<file path="src/rtl/div_arbiter_if.sv">
// Request/response bundle between four requesters, the arbiter and the shared divider.
// The slave side is the arbiter; the master side is its environment.
interface div_arbiter_if;
    logic [3:0]  req;
    logic [15:0] a;
    logic [15:0] b;
    logic [3:0]  gnt;
    logic [3:0]  ack;
    logic [3:0]  q;
    logic [3:0]  r;
    logic        err;
    logic        div_start;
    logic [3:0]  div_a;
    logic [3:0]  div_b;
    logic        div_done;
    logic [3:0]  div_q;
    logic [3:0]  div_r;

    modport slave (
        input  req, a, b, div_done, div_q, div_r,
        output gnt, ack, q, r, err, div_start, div_a, div_b
    );

    modport master (
        output req, a, b, div_done, div_q, div_r,
        input  gnt, ack, q, r, err, div_start, div_a, div_b
    );
endinterface

</file>
<file path="src/rtl/div_arbiter.sv">
// Round-robin front end sharing one iterative 4-bit divider among four requesters.
// Latches the winner's operands, starts the divider and returns its result with an ack.
module div_arbiter #(
    parameter int unsigned TIMEOUT = 31
) (
    input  logic         clk_i,
    input  logic         rst_ni,
    div_arbiter_if.slave bus
);
    typedef enum logic [2:0] {
        IDLE, GRANT, START, WAIT_CLR, WAIT_DONE, RESP
    } state_e;

    localparam logic [4:0] CntLast = 5'(TIMEOUT - 1);

    state_e     state_q, state_d;
    logic [3:0] gnt_q, gnt_d;
    logic [3:0] ack_q, ack_d;
    logic [3:0] q_q, q_d;
    logic [3:0] r_q, r_d;
    logic [3:0] da_q, da_d;
    logic [3:0] db_q, db_d;
    logic       err_q, err_d;
    logic       start_q, start_d;
    logic [1:0] ptr_q, ptr_d;
    logic [1:0] win_q, win_d;
    logic [4:0] cnt_q, cnt_d;
    logic [1:0] pick;
    logic       found;

    // first set request after the last winner, wrapping modulo 4
    always_comb begin
        pick  = ptr_q;
        found = 1'b0;
        for (int i = 1; i <= 4; i++) begin
            if (!found && bus.req[ptr_q + 2'(i)]) begin
                found = 1'b1;
                pick  = ptr_q + 2'(i);
            end
        end
    end

    always_comb begin
        state_d = state_q;
        gnt_d   = gnt_q;
        ack_d   = ack_q;
        q_d     = q_q;
        r_d     = r_q;
        da_d    = da_q;
        db_d    = db_q;
        err_d   = err_q;
        start_d = 1'b0;
        ptr_d   = ptr_q;
        win_d   = win_q;
        cnt_d   = cnt_q;
        unique case (state_q)
            IDLE: begin
                if (found) begin
                    win_d   = pick;
                    gnt_d   = 4'b0001 << pick;
                    da_d    = bus.a[{pick, 2'b00} +: 4];
                    db_d    = bus.b[{pick, 2'b00} +: 4];
                    state_d = GRANT;
                end
            end
            GRANT: begin
                start_d = 1'b1;
                cnt_d   = '0;
                state_d = START;
            end
            START: begin
                cnt_d   = '0;
                state_d = WAIT_CLR;
            end
            WAIT_CLR: begin
                cnt_d = cnt_q + 5'd1;
                if (cnt_q == CntLast) begin
                    q_d     = 4'hF;
                    r_d     = 4'hF;
                    err_d   = 1'b1;
                    ack_d   = gnt_q;
                    state_d = RESP;
                end else if (!bus.div_done) begin
                    state_d = WAIT_DONE;
                end
            end
            WAIT_DONE: begin
                cnt_d = cnt_q + 5'd1;
                if (bus.div_done) begin
                    q_d     = bus.div_q;
                    r_d     = bus.div_r;
                    err_d   = 1'b0;
                    ack_d   = gnt_q;
                    state_d = RESP;
                end else if (cnt_q == CntLast) begin
                    q_d     = 4'hF;
                    r_d     = 4'hF;
                    err_d   = 1'b1;
                    ack_d   = gnt_q;
                    state_d = RESP;
                end
            end
            RESP: begin
                gnt_d   = '0;
                ack_d   = '0;
                err_d   = 1'b0;
                da_d    = '0;
                db_d    = '0;
                ptr_d   = win_q;
                state_d = IDLE;
            end
            default: state_d = IDLE;
        endcase
    end

    always_ff @(posedge clk_i) begin
        if (!rst_ni) begin
            state_q <= IDLE;
            gnt_q   <= '0;
            ack_q   <= '0;
            q_q     <= '0;
            r_q     <= '0;
            da_q    <= '0;
            db_q    <= '0;
            err_q   <= 1'b0;
            start_q <= 1'b0;
            ptr_q   <= 2'd3;
            win_q   <= 2'd0;
            cnt_q   <= '0;
        end else begin
            state_q <= state_d;
            gnt_q   <= gnt_d;
            ack_q   <= ack_d;
            q_q     <= q_d;
            r_q     <= r_d;
            da_q    <= da_d;
            db_q    <= db_d;
            err_q   <= err_d;
            start_q <= start_d;
            ptr_q   <= ptr_d;
            win_q   <= win_d;
            cnt_q   <= cnt_d;
        end
    end

    assign bus.gnt       = gnt_q;
    assign bus.ack       = ack_q;
    assign bus.q         = q_q;
    assign bus.r         = r_q;
    assign bus.err       = err_q;
    assign bus.div_start = start_q;
    assign bus.div_a     = da_q;
    assign bus.div_b     = db_q;
endmodule

</file>
<file path="src/flat_wrapper.sv">
// flat-port wrapper written by rule: the top's interface ports become plain ports
module div_arbiter_flat 
#(
    parameter int unsigned TIMEOUT = 31
)
  (clk_i, rst_ni, bus_req, bus_a, bus_b, bus_div_done, bus_div_q, bus_div_r, bus_gnt, bus_ack, bus_q, bus_r, bus_err, bus_div_start, bus_div_a, bus_div_b);
  div_arbiter_if bus_i ();
  input  logic clk_i;
  input  logic rst_ni;
  input wire logic [$bits(bus_i.req)-1:0] bus_req;
  input wire logic [$bits(bus_i.a)-1:0] bus_a;
  input wire logic [$bits(bus_i.b)-1:0] bus_b;
  input wire logic [$bits(bus_i.div_done)-1:0] bus_div_done;
  input wire logic [$bits(bus_i.div_q)-1:0] bus_div_q;
  input wire logic [$bits(bus_i.div_r)-1:0] bus_div_r;
  output wire logic [$bits(bus_i.gnt)-1:0] bus_gnt;
  output wire logic [$bits(bus_i.ack)-1:0] bus_ack;
  output wire logic [$bits(bus_i.q)-1:0] bus_q;
  output wire logic [$bits(bus_i.r)-1:0] bus_r;
  output wire logic [$bits(bus_i.err)-1:0] bus_err;
  output wire logic [$bits(bus_i.div_start)-1:0] bus_div_start;
  output wire logic [$bits(bus_i.div_a)-1:0] bus_div_a;
  output wire logic [$bits(bus_i.div_b)-1:0] bus_div_b;
  assign bus_i.req = bus_req;
  assign bus_i.a = bus_a;
  assign bus_i.b = bus_b;
  assign bus_i.div_done = bus_div_done;
  assign bus_i.div_q = bus_div_q;
  assign bus_i.div_r = bus_div_r;
  assign bus_gnt = bus_i.gnt;
  assign bus_ack = bus_i.ack;
  assign bus_q = bus_i.q;
  assign bus_r = bus_i.r;
  assign bus_err = bus_i.err;
  assign bus_div_start = bus_i.div_start;
  assign bus_div_a = bus_i.div_a;
  assign bus_div_b = bus_i.div_b;
  div_arbiter #(.TIMEOUT(TIMEOUT)) u_core (.clk_i(clk_i), .rst_ni(rst_ni), .bus(bus_i));
endmodule
</file>
<file path="config.mk">
export PLATFORM = sky130hd
export DESIGN_NAME = div_arbiter_flat
export DESIGN_NICKNAME = d
export VERILOG_FILES = /design/src/rtl/div_arbiter_if.sv /design/src/rtl/div_arbiter.sv /design/src/flat_wrapper.sv
export SDC_FILE = /design/constraint.sdc
export NUM_CORES = 1
export LEC_CHECK = 0
export CAP_MARGIN = 20
export CORE_MARGIN = 8
export CORE_UTILIZATION = 45
export CTS_CLUSTER_SIZE = 10
export DETAILED_ROUTE_END_ITERATION = 16
export PLACE_DENSITY = 0.79
export SLEW_MARGIN = 20
export SYNTH_ARGS = -nofsm -noshare
export SYNTH_HDL_FRONTEND = slang
export SYNTH_SLANG_ARGS = --single-unit
</file>
<file path="constraint.sdc">
create_clock -name clk_i -period 2.3 [get_ports clk_i]
set_input_delay 0.46 -clock clk_i [delete_from_list [all_inputs] [get_ports clk_i]]
set_output_delay 0.46 -clock clk_i [all_outputs]
set_load 0.01 [all_outputs]
</file>
## Yosys cells after proc, flatten, opt, wreduce, memory -nomap -nowiden

Cells that the tools add are included.

- Register bits after elaboration: 38
- Logic and storage cells: 90
- Bits of input ports: 47
- Output and inout bits: 26

- Reduce and logical (&&, ||, !) cells: 16
- Equality and inequality tests: 9
- $add $sub $neg: 4
- Shift operators: 3
- $lt $le $gt $ge: 4
- Multiplexer cells: 42

Operators with widths:

| operator | count |
|---|---|
| $pmux W4 S2 | 5 |
| $mux W4 | 9 |
| $shiftx A16 B5 Y4 | 2 |
| $mux W3 | 5 |
| $pmux W3 S5 | 1 |
| $lt A2 B3 Y1 const B | 4 |
| $pmux W4 S3 | 1 |
| $mux W1 | 11 |
| $pmux W5 S2 | 1 |
| $bmux W1 S2 | 4 |
| $mux W2 | 4 |
| $eq A3 B2 Y1 const B | 2 |
| $eq A3 B3 Y1 const B | 2 |
| $ne A3 B2 Y1 const B | 2 |
| $reduce_bool A2 Y1 | 3 |
| $add A5 B1 Y5 const B | 1 |
| $eq A5 B5 Y1 const B | 1 |
| $add A2 B2 Y2 const B | 2 |
| $reduce_and A2 Y1 | 2 |
| $reduce_or A2 Y1 | 2 |
| $shl A1 B2 Y4 const A | 1 |
| $eq A3 B1 Y1 const B | 1 |
| $logic_and A1 B1 Y1 | 3 |
| $logic_not A1 Y1 | 3 |
| other kinds (6) | 6 |

## Depth between registers and ports, before layout

Gate-level depths: netlist of run 1.

- Depth after elaboration: 16
- Gate-level depth with buffers: 8
- Gate-level depth less buffers: 7

## Least setup slack after synthesis of run 1

OpenSTA, ideal clock, no wires.

- Path type: input -> register
- Start point: input bus_req[3]
- End point: register u_core.da_q[0], in the netlist u_core.bus.div_a[0]
- Cell stages on the path: 7
- Path slack: 0.598 ns
- Library setup time: 0.123 ns
- Arrival time: 1.579 ns
- Cell sequence: or4_4 > nand2_1 > or2_1 > buf_6 > or2_4 > buf_6 > o211ai_2

- Word-level cells in the longest chain between the ends: 15

RTL lines:

| item | line | text |
|---|---|---|
| from (decl) | flat_wrapper.sv:10 | `input wire logic [$bits(bus_i.req)-1:0] bus_req;` |
| $bmux W1 S2 | div_arbiter.sv:36 | `if (!found && bus.req[ptr_q + 2'(i)]) begin` |
| $mux W1 (not written as such) | div_arbiter.sv:36 |  |
| $mux W1 | div_arbiter.sv:36 |  |
| $logic_not A1 Y1 | div_arbiter.sv:36 |  |
| $logic_and A1 B1 Y1 | div_arbiter.sv:36 |  |
| $mux W1 | div_arbiter.sv:36 |  |
| $logic_not A1 Y1 | div_arbiter.sv:36 |  |
| $logic_and A1 B1 Y1 | div_arbiter.sv:36 |  |
| $mux W1 | div_arbiter.sv:36 |  |
| $logic_not A1 Y1 | div_arbiter.sv:36 |  |
| $logic_and A1 B1 Y1 | div_arbiter.sv:36 |  |
| $mux W2 | div_arbiter.sv:36 |  |
| $shiftx A16 B5 Y4 | div_arbiter.sv:61 | `da_d = bus.a[{pick, 2'b00} +: 4];` |
| $mux W4 | div_arbiter.sv:58 | `if (found) begin` |
| $pmux W4 S2 | div_arbiter.sv:56 | `unique case (state_q)` |
| to (signal assigned) | div_arbiter.sv:123 | `da_q <= '0;` |
| to (signal assigned) | div_arbiter.sv:136 | `da_q <= da_d;` |
| to (decl) | div_arbiter.sv:21 | `logic [3:0] da_q, da_d;` |

Parallel ways exist; a longest one is shown, timed or not. The select of a mux whose other input is x is not followed.
A chain may end at the register's enable or synchronous reset.

## Worst setup path in the final report of run 1

- Start point: input bus_req[3]
- End point: register u_core.db_q[2], in the netlist u_core.bus.div_b[2]

- Word-level cells in the longest chain between the ends: 15

RTL lines:

| item | line | text |
|---|---|---|
| $bmux W1 S2 | div_arbiter.sv:36 |  |
| $mux W1 (not written as such) | div_arbiter.sv:36 |  |
| $mux W1 | div_arbiter.sv:36 |  |
| $logic_not A1 Y1 | div_arbiter.sv:36 |  |
| $logic_and A1 B1 Y1 | div_arbiter.sv:36 |  |
| $mux W1 | div_arbiter.sv:36 |  |
| $logic_not A1 Y1 | div_arbiter.sv:36 |  |
| $logic_and A1 B1 Y1 | div_arbiter.sv:36 |  |
| $mux W1 | div_arbiter.sv:36 |  |
| $logic_not A1 Y1 | div_arbiter.sv:36 |  |
| $logic_and A1 B1 Y1 | div_arbiter.sv:36 |  |
| $mux W2 | div_arbiter.sv:36 |  |
| $shiftx A16 B5 Y4 | div_arbiter.sv:62 | `db_d = bus.b[{pick, 2'b00} +: 4];` |
| $mux W4 | div_arbiter.sv:58 |  |
| $pmux W4 S2 | div_arbiter.sv:56 |  |
| to (signal assigned) | div_arbiter.sv:124 | `db_q <= '0;` |
| to (signal assigned) | div_arbiter.sv:137 | `db_q <= db_d;` |
| to (decl) | div_arbiter.sv:22 | `logic [3:0] db_q, db_d;` |

Parallel ways exist; a longest one is shown, timed or not. The select of a mux whose other input is x is not followed.

==> out/qor.csv, run 1 <==
metric,value,unit
"CTS clk-pin slew, worst paths",0.08,ns
input/output buffers,72,
status,finished clean,
Overall Global Routing Usage,0.1704,
Internal,1.337,mW
RSZ-0062 raised after global routing,false,
DRC viols,0,
"Hold-fix buffers, CTS",0,
vias in the first global route,2134,
highest ir drop seen on vdd,0.3206,mV
die width,85.24,um
Clk Tree Root Cell,clkbuf_8,
Min-Delay Path Depth,2,
die height,85.24,um
Async SR Flop Fraction,0,
Cell Rows,25,
Power Density,580.4,nW/um^2
Clk pwr share,0.380,
Worst-Margin Slew,0.5081,ns
initial DRC count,80,
n_diodes,0,
Max Cap Viol,0,
fraction of layout cells with a size suffix above 1,0.1645,
r2r worst-path depth,5,
Reg power frac,0.402,
vias,2112,
total routed wirelength,6069,um
global route overflow,0,
fin area,3079,um^2
syn_nets,283,
setup repair bufs after CTS,0,
Comb power frac,0.218,
Area Overhead vs Synth,42.75,%
First-pass DRT Iterations,4,
setup ws final,0.3513,ns
WHS Endpoint,u_core.win_q[1],
Worst R2R Start,u_core.state_q[1],
fin cells,364,
"Slew Viols, Final",0,
first-pass GRT wire length,10290,um
WP buf/inv,1,
hold_sp,u_core.win_q[1],
Clock Sinks,38,
leakage power,1.179,nW
Setup TNS Final,0,ns
Sw Ratio,0.2517,
fin nets,358,
GPL Wtd Cong,0.7934,
TritonCTS clock tree,done,
worst r2r dst,u_core.bus.gnt[1],
P_sw,0.4498,mW
synthesized area,2157,um^2
total die area,7265,um^2
Ys Warns,0,
Initial Util,0.4628,
area occupied by multi-input gates,1264,um^2
Critical Path End Type,register,
cts bufs inserted,5,
"Seq/Total Area, Yosys",0.3527,
family with the most delay on the worst path,simple AND/OR/NAND/NOR gates,
"commonest non-fill, non-tap cell in the layout",clkdlybuf4s50_1,
min cycle time layout,1.949,ns
Routed WL per cell,16.67,um
Area after DPL,2942,um^2
largest net degree at the start of global routing,18,
Resized Gates After CTS,0,
clock buffer depth,2,
"Critical Path, Cell by Cell","clkdlybuf4s50_1, or4_4, and3b_1, nor2_8, nand2_1, o211ai_2",
# setup viols final,0,
Crit Path Max Fanout,8,
"flops & latches, synth",38,
worst min-delay path class,reg -> reg,
Rel. slew slack,0.6609,
"Period Utilization, post-route",0.8472,
cells after synthesis,234,
Stages on worst setup path,6,
placed cells,356,
Core Region,4661,um^2
"commonest non-fill, non-tap cells in the layout","72 x clkdlybuf4s50_1, 38 x dfxtp_1, 26 x nand2_1, 14 x o21ai_0, 13 x buf_4",
syn avg cell area,9.218,um^2
Vias per Instance,5.802,
FF+latch area,760.7,um^2
pre-CTS setup slack,0.04837,ns
antenna violations before repair,0,
Synth Flop Type,dfxtp_1,
worst skew pair latency,0.29,ns
Critical Path AT,2.17,ns
"EDFF count, synth",0,
Worst Skew,0.01073,ns
final hold vios,0,
"Req. time, crit path",2.52,ns
Setup CP Type,in -> reg,
placed wire-length estimate,4620,um
I/O pin cnt,73,
Critical Path Slowest Stage Cell,or4_4,
Netlist cell types,50,
Filler cells,392,
CP Launch Type,input pin,
Final ANT Viol Nets,0,
Max H-tree Level,2,
f_max,513.2,MHz
max incr delay on CP,0.58,ns
R2R Setup Slk,0.50,ns
## per-stage QoR
step	hold WS, ns	power, mW	utilization
floorplan	0.4344	0.9469	-
global placement	0.4405	1.116	0.6311
detailed placement	0.4560	1.121	0.6311
CTS	0.4690	1.800	0.6607
global route	0.5011	1.871	0.6607
finish	0.4658	1.787	0.6607
## how the worst max path moves through the flow
stage / start / end / slack, ns
floorplan: bus_req[3] / u_core.bus.div_a[0] / 0.60
global placement: bus_req[3] / u_core.bus.div_a[2] / 0.09
detailed placement: bus_req[3] / u_core.bus.div_a[0] / 0.05
CTS: bus_req[3] / u_core.bus.div_a[0] / 0.35
global route: bus_req[3] / u_core.bus.div_a[0] / 0.25
finish: bus_req[3] / u_core.bus.div_b[2] / 0.35
## worst reg2reg max path: stages, from the launching register on
cell and delay [ns]:
dfxtp_1 0.38, nor2_2 0.43, nand2_1 0.12, or2_2 0.35, or3_1 0.33, a21boi_1 0.12
## kinds of logic (layout without fill, tap and decap cells)
group,count (synthesis),after routing,synth area share
compound gates,82,82,0.3103
xor+xnor,1,1,0.004061
fa+ha+maj,2,2,0.01160
buf+inv,21,97,0.06148
flops,38,38,0.3527
mux,10,10,0.04641
simple gates,80,80,0.2135
## synth_stat cells, types with 5 or more instances
master / count / area, um^2
dfxtp_1: 38 / 760.7
nand2_1: 26 / 97.59
o21ai_0: 14 / 70.07
a21oi_1: 11 / 55.05
mux2i_1: 10 / 100.1
nand4_1: 9 / 56.30
o221a_2: 9 / 101.4
a211o_1: 8 / 70.07
o211ai_2: 8 / 100.1
o31ai_1: 8 / 60.06
nand2b_1: 6 / 37.54
nand3_1: 6 / 30.03
buf_6: 5 / 56.30
clkbuf_1: 5 / 18.77
nor2b_1: 5 / 31.28
nor3_1: 5 / 25.02
or3_1: 5 / 31.28
## sequential cells by signal, indices dropped and copies added (netlist names)
register and flops:
u_core.cnt_q 5, u_core.bus.ack 4, u_core.bus.div_a 4, u_core.bus.div_b 4, u_core.bus.gnt 4, u_core.bus.q 4
u_core.bus.r 4, u_core.state_q 3, u_core.ptr_q 2, u_core.win_q 2, u_core.bus.div_start 1, u_core.bus.err 1
## final cells by class
class	count	share of cell area
Clock buffer	5	0.02235
Sequential cell	38	0.2471
Clock inverter	3	0.02235
Inverter	3	0.003657
Multi-Input combinational cell	175	0.4104
Timing Repair Buffer	86	0.2722
Tap cell	54	0.02194
## layer usage
layer,GRT usage,up-vias,share of wire
met4,0.07282,0,0.027
met2,0.2820,66,0.48
met5,0,-,0
met1,0.2051,1002,0.44
met3,0.03958,14,0.052
li1,-,1030,-
## power groups by stage
stage                     clock, mW  sequential, mW  combinational, mW
final                         0.679           0.719              0.390
after detailed placement          0           0.733              0.388
after CTS                     0.691           0.718              0.391
after floorplan                   0           0.738              0.208
after global placement            0           0.733              0.382
after global routing          0.726           0.723              0.423
(Power assumes the default switching activity.)
==> run 2: changes to the inputs <==
clock period = 2 ns   (was 2.3 ns; I/O delays follow)
==> run 2 against run 1 <==
  * Sequential power is 15% higher
  * Largest cell class unchanged
  * Combinational power is 18% higher
  * Sequential share of layout area decreased by 0.22 points
  * Sequential cell count stayed put
  * Highest routed layer unchanged
  * Clock skew shrank 0.0019 ns
==> out/qor.csv, run 2 (synthesis results as in run 1) <==
metric,value,unit,change
DRC viols,0,,unchanged
Filler cells,384,,was 392
fraction of layout cells with a size suffix above 1,0.1881,,was 0.1645
worst min-delay path class,reg -> reg,,unchanged
Clk pwr share,0.283,,was 0.380
status,finished clean,,unchanged
Max Cap Viol,0,,unchanged
Largest register FFs,5,,unchanged
"commonest non-fill, non-tap cell in the layout",clkdlybuf4s50_1,,unchanged
CP Launch Type,input pin,,unchanged
Clock Sinks,38,,unchanged
n_diodes,0,,unchanged
Initial Util,0.4628,,unchanged
"Period Utilization, post-route",0.9247,,
Sw Ratio,0.2666,,was 0.2517
global route overflow,0,,unchanged
"commonest non-fill, non-tap cells in the layout","72 x clkdlybuf4s50_1, 38 x dfxtp_1, 26 x nand2_1, 24 x buf_4, 14 x o21ai_0",,"was 72 x clkdlybuf4s50_1, 38 x dfxtp_1, 26 x nand2_1, 14 x o21ai_0, 13 x buf_4"
first-pass GRT wire length,10070,um,"was 10,290 um"
"Hold-fix buffers, CTS",0,,unchanged
"Critical Path, Cell by Cell","clkdlybuf4s50_1, or4_4, and3b_1, nor2_8, nand2_1, o211ai_2",,unchanged
min cycle time layout,1.849,ns,
input/output buffers,72,,unchanged
Max H-tree Level,2,,unchanged
P_sw,0.4803,mW,was 0.4498 mW
placed wire-length estimate,4595,um,was 4620 um
FF+latch area,760.7,um^2,unchanged
Routed WL per cell,15.83,um,was 16.67 um
vias in the first global route,2103,,"was 2,134"
Worst-Margin Slew,0.7399,ns,was 0.5081 ns
Setup CP Type,in -> reg,,unchanged
I/O pin cnt,73,,unchanged
fin area,3107,um^2,was 3079 um^2
largest net degree at the start of global routing,25,,was 18
initial DRC count,73,,was 80
placed cells,367,,was 356
Top reg by flops,u_core.cnt_q,,unchanged
Worst Skew,0.008876,ns,was 0.01073 ns
Internal,1.321,mW,was 1.337 mW
leakage power,1.204,nW,was 1.179 nW
total routed wirelength,5905,um,was 6069 um
area occupied by multi-input gates,1264,um^2,unchanged
Power Density,579.8,nW/um^2,was 580.4 nW/um^2
Min-Delay Path Depth,1,,was 2
final hold vios,0,,unchanged
die width,85.24,um,unchanged
worst skew pair latency,0.29,ns,about the same
Stages on worst setup path,6,,unchanged
Core Region,4661,um^2,unchanged
GPL Wtd Cong,0.8416,,was 0.7934
Area Overhead vs Synth,44.03,%,was 42.75%
die height,85.24,um,unchanged
clock buffer depth,2,,unchanged
TritonCTS clock tree,done,,unchanged
Vias per Instance,5.635,,was 5.802
Critical Path Slowest Stage Cell,or4_4,,unchanged
Comb power frac,0.256,,was 0.218
First-pass DRT Iterations,4,,unchanged
Cell Rows,25,,unchanged
Critical Path End Type,register,,unchanged
Reg power frac,0.461,,was 0.402
f_max,540.7,MHz,
Overall Global Routing Usage,0.1667,,was 0.1704
vias,2102,,"was 2,112"
Crit Path Max Fanout,8,,unchanged
fin cells,373,,was 364
total die area,7265,um^2,unchanged
r2r worst-path depth,7,,was 5
# setup viols final,0,,unchanged
RSZ-0062 raised after global routing,false,,unchanged
setup repair bufs after CTS,0,,unchanged
"Slew Viols, Final",0,,unchanged
family with the most delay on the worst path,simple AND/OR/NAND/NOR gates,,unchanged
Setup TNS Final,0,ns,unchanged
Final ANT Viol Nets,0,,unchanged
fin nets,369,,was 358
Resized Gates After CTS,0,,unchanged
WP buf/inv,1,,unchanged
WHS,0.4660,ns,was 0.4658 ns
Critical Path AT,2.06,ns,was 2.17 ns
"Req. time, crit path",2.21,ns,was 2.52 ns
cts bufs inserted,5,,unchanged
"CTS clk-pin slew, worst paths",0.06,ns,was 0.08 ns
Rel. slew slack,0.5061,,was 0.6609
Clk Tree Root Cell,clkbuf_8,,unchanged
highest ir drop seen on vdd,0.2221,mV,was 0.3206 mV
max incr delay on CP,0.56,ns,was 0.58 ns
Area after DPL,3024,um^2,was 2942 um^2
antenna violations before repair,0,,unchanged
Power Total,1.801,mW,was 1.787 mW
## run 2: path summary, 6_finish.rpt
kind,start,to,slack [ns]
setup / recovery,bus_req[3],u_core.bus.div_b[3],0.15
hold / removal,u_core.bus.ack[2],u_core.bus.ack[2],0.47
setup reg to reg,u_core.cnt_q[0],u_core.bus.ack[0],0.23
hold reg to reg,u_core.bus.ack[2],u_core.bus.ack[2],0.47
## run 2: area by class of cell
cell class	instances	share of cell area
multi-input cells	175	0.4068
flip-flops and latches	38	0.2449
clock buffers	6	0.02658
inverters	3	0.003625
repair buffers	97	0.2964
well taps	54	0.02175
## run 2: metal layers
layer	global-route usage	vias up	wire length, um
met5	0	-	0
met4	0.05987	0	114
met3	0.04730	10	305
met2	0.2628	55	2799
met1	0.2101	990	2686
li1	-	1047	-
## run 2: metrics by stage
step | worst slack, ns | utilization
3_5_place_dp | -0.1403 | 0.6489
5_1_grt | 0.01824 | 0.6666
4_1_cts | 0.1547 | 0.6666
3_3_place_gp | -0.09918 | 0.6489
2_1_floorplan | 0.3582 | -
6_report | 0.1507 | 0.6666
## run 2: worst register-to-register path, cell delays in order, from the launching register on
cell and delay (ns):
dfxtp_1 0.43, inv_1 0.07, ha_1 0.21, nand4_1 0.18
nor2b_1 0.24, o21ai_0 0.10, a21oi_1 0.31, a32o_1 0.18
## run 2: power by group through the flow
stage	registers, mW	clock network (mW)	logic, mW
2_1_floorplan	0.849	0	0.240
3_3_place_gp	0.847	0	0.455
3_5_place_dp	0.847	0	0.460
4_1_cts	0.830	0.531	0.464
5_1_grt	0.835	0.561	0.500
6_report	0.830	0.509	0.462
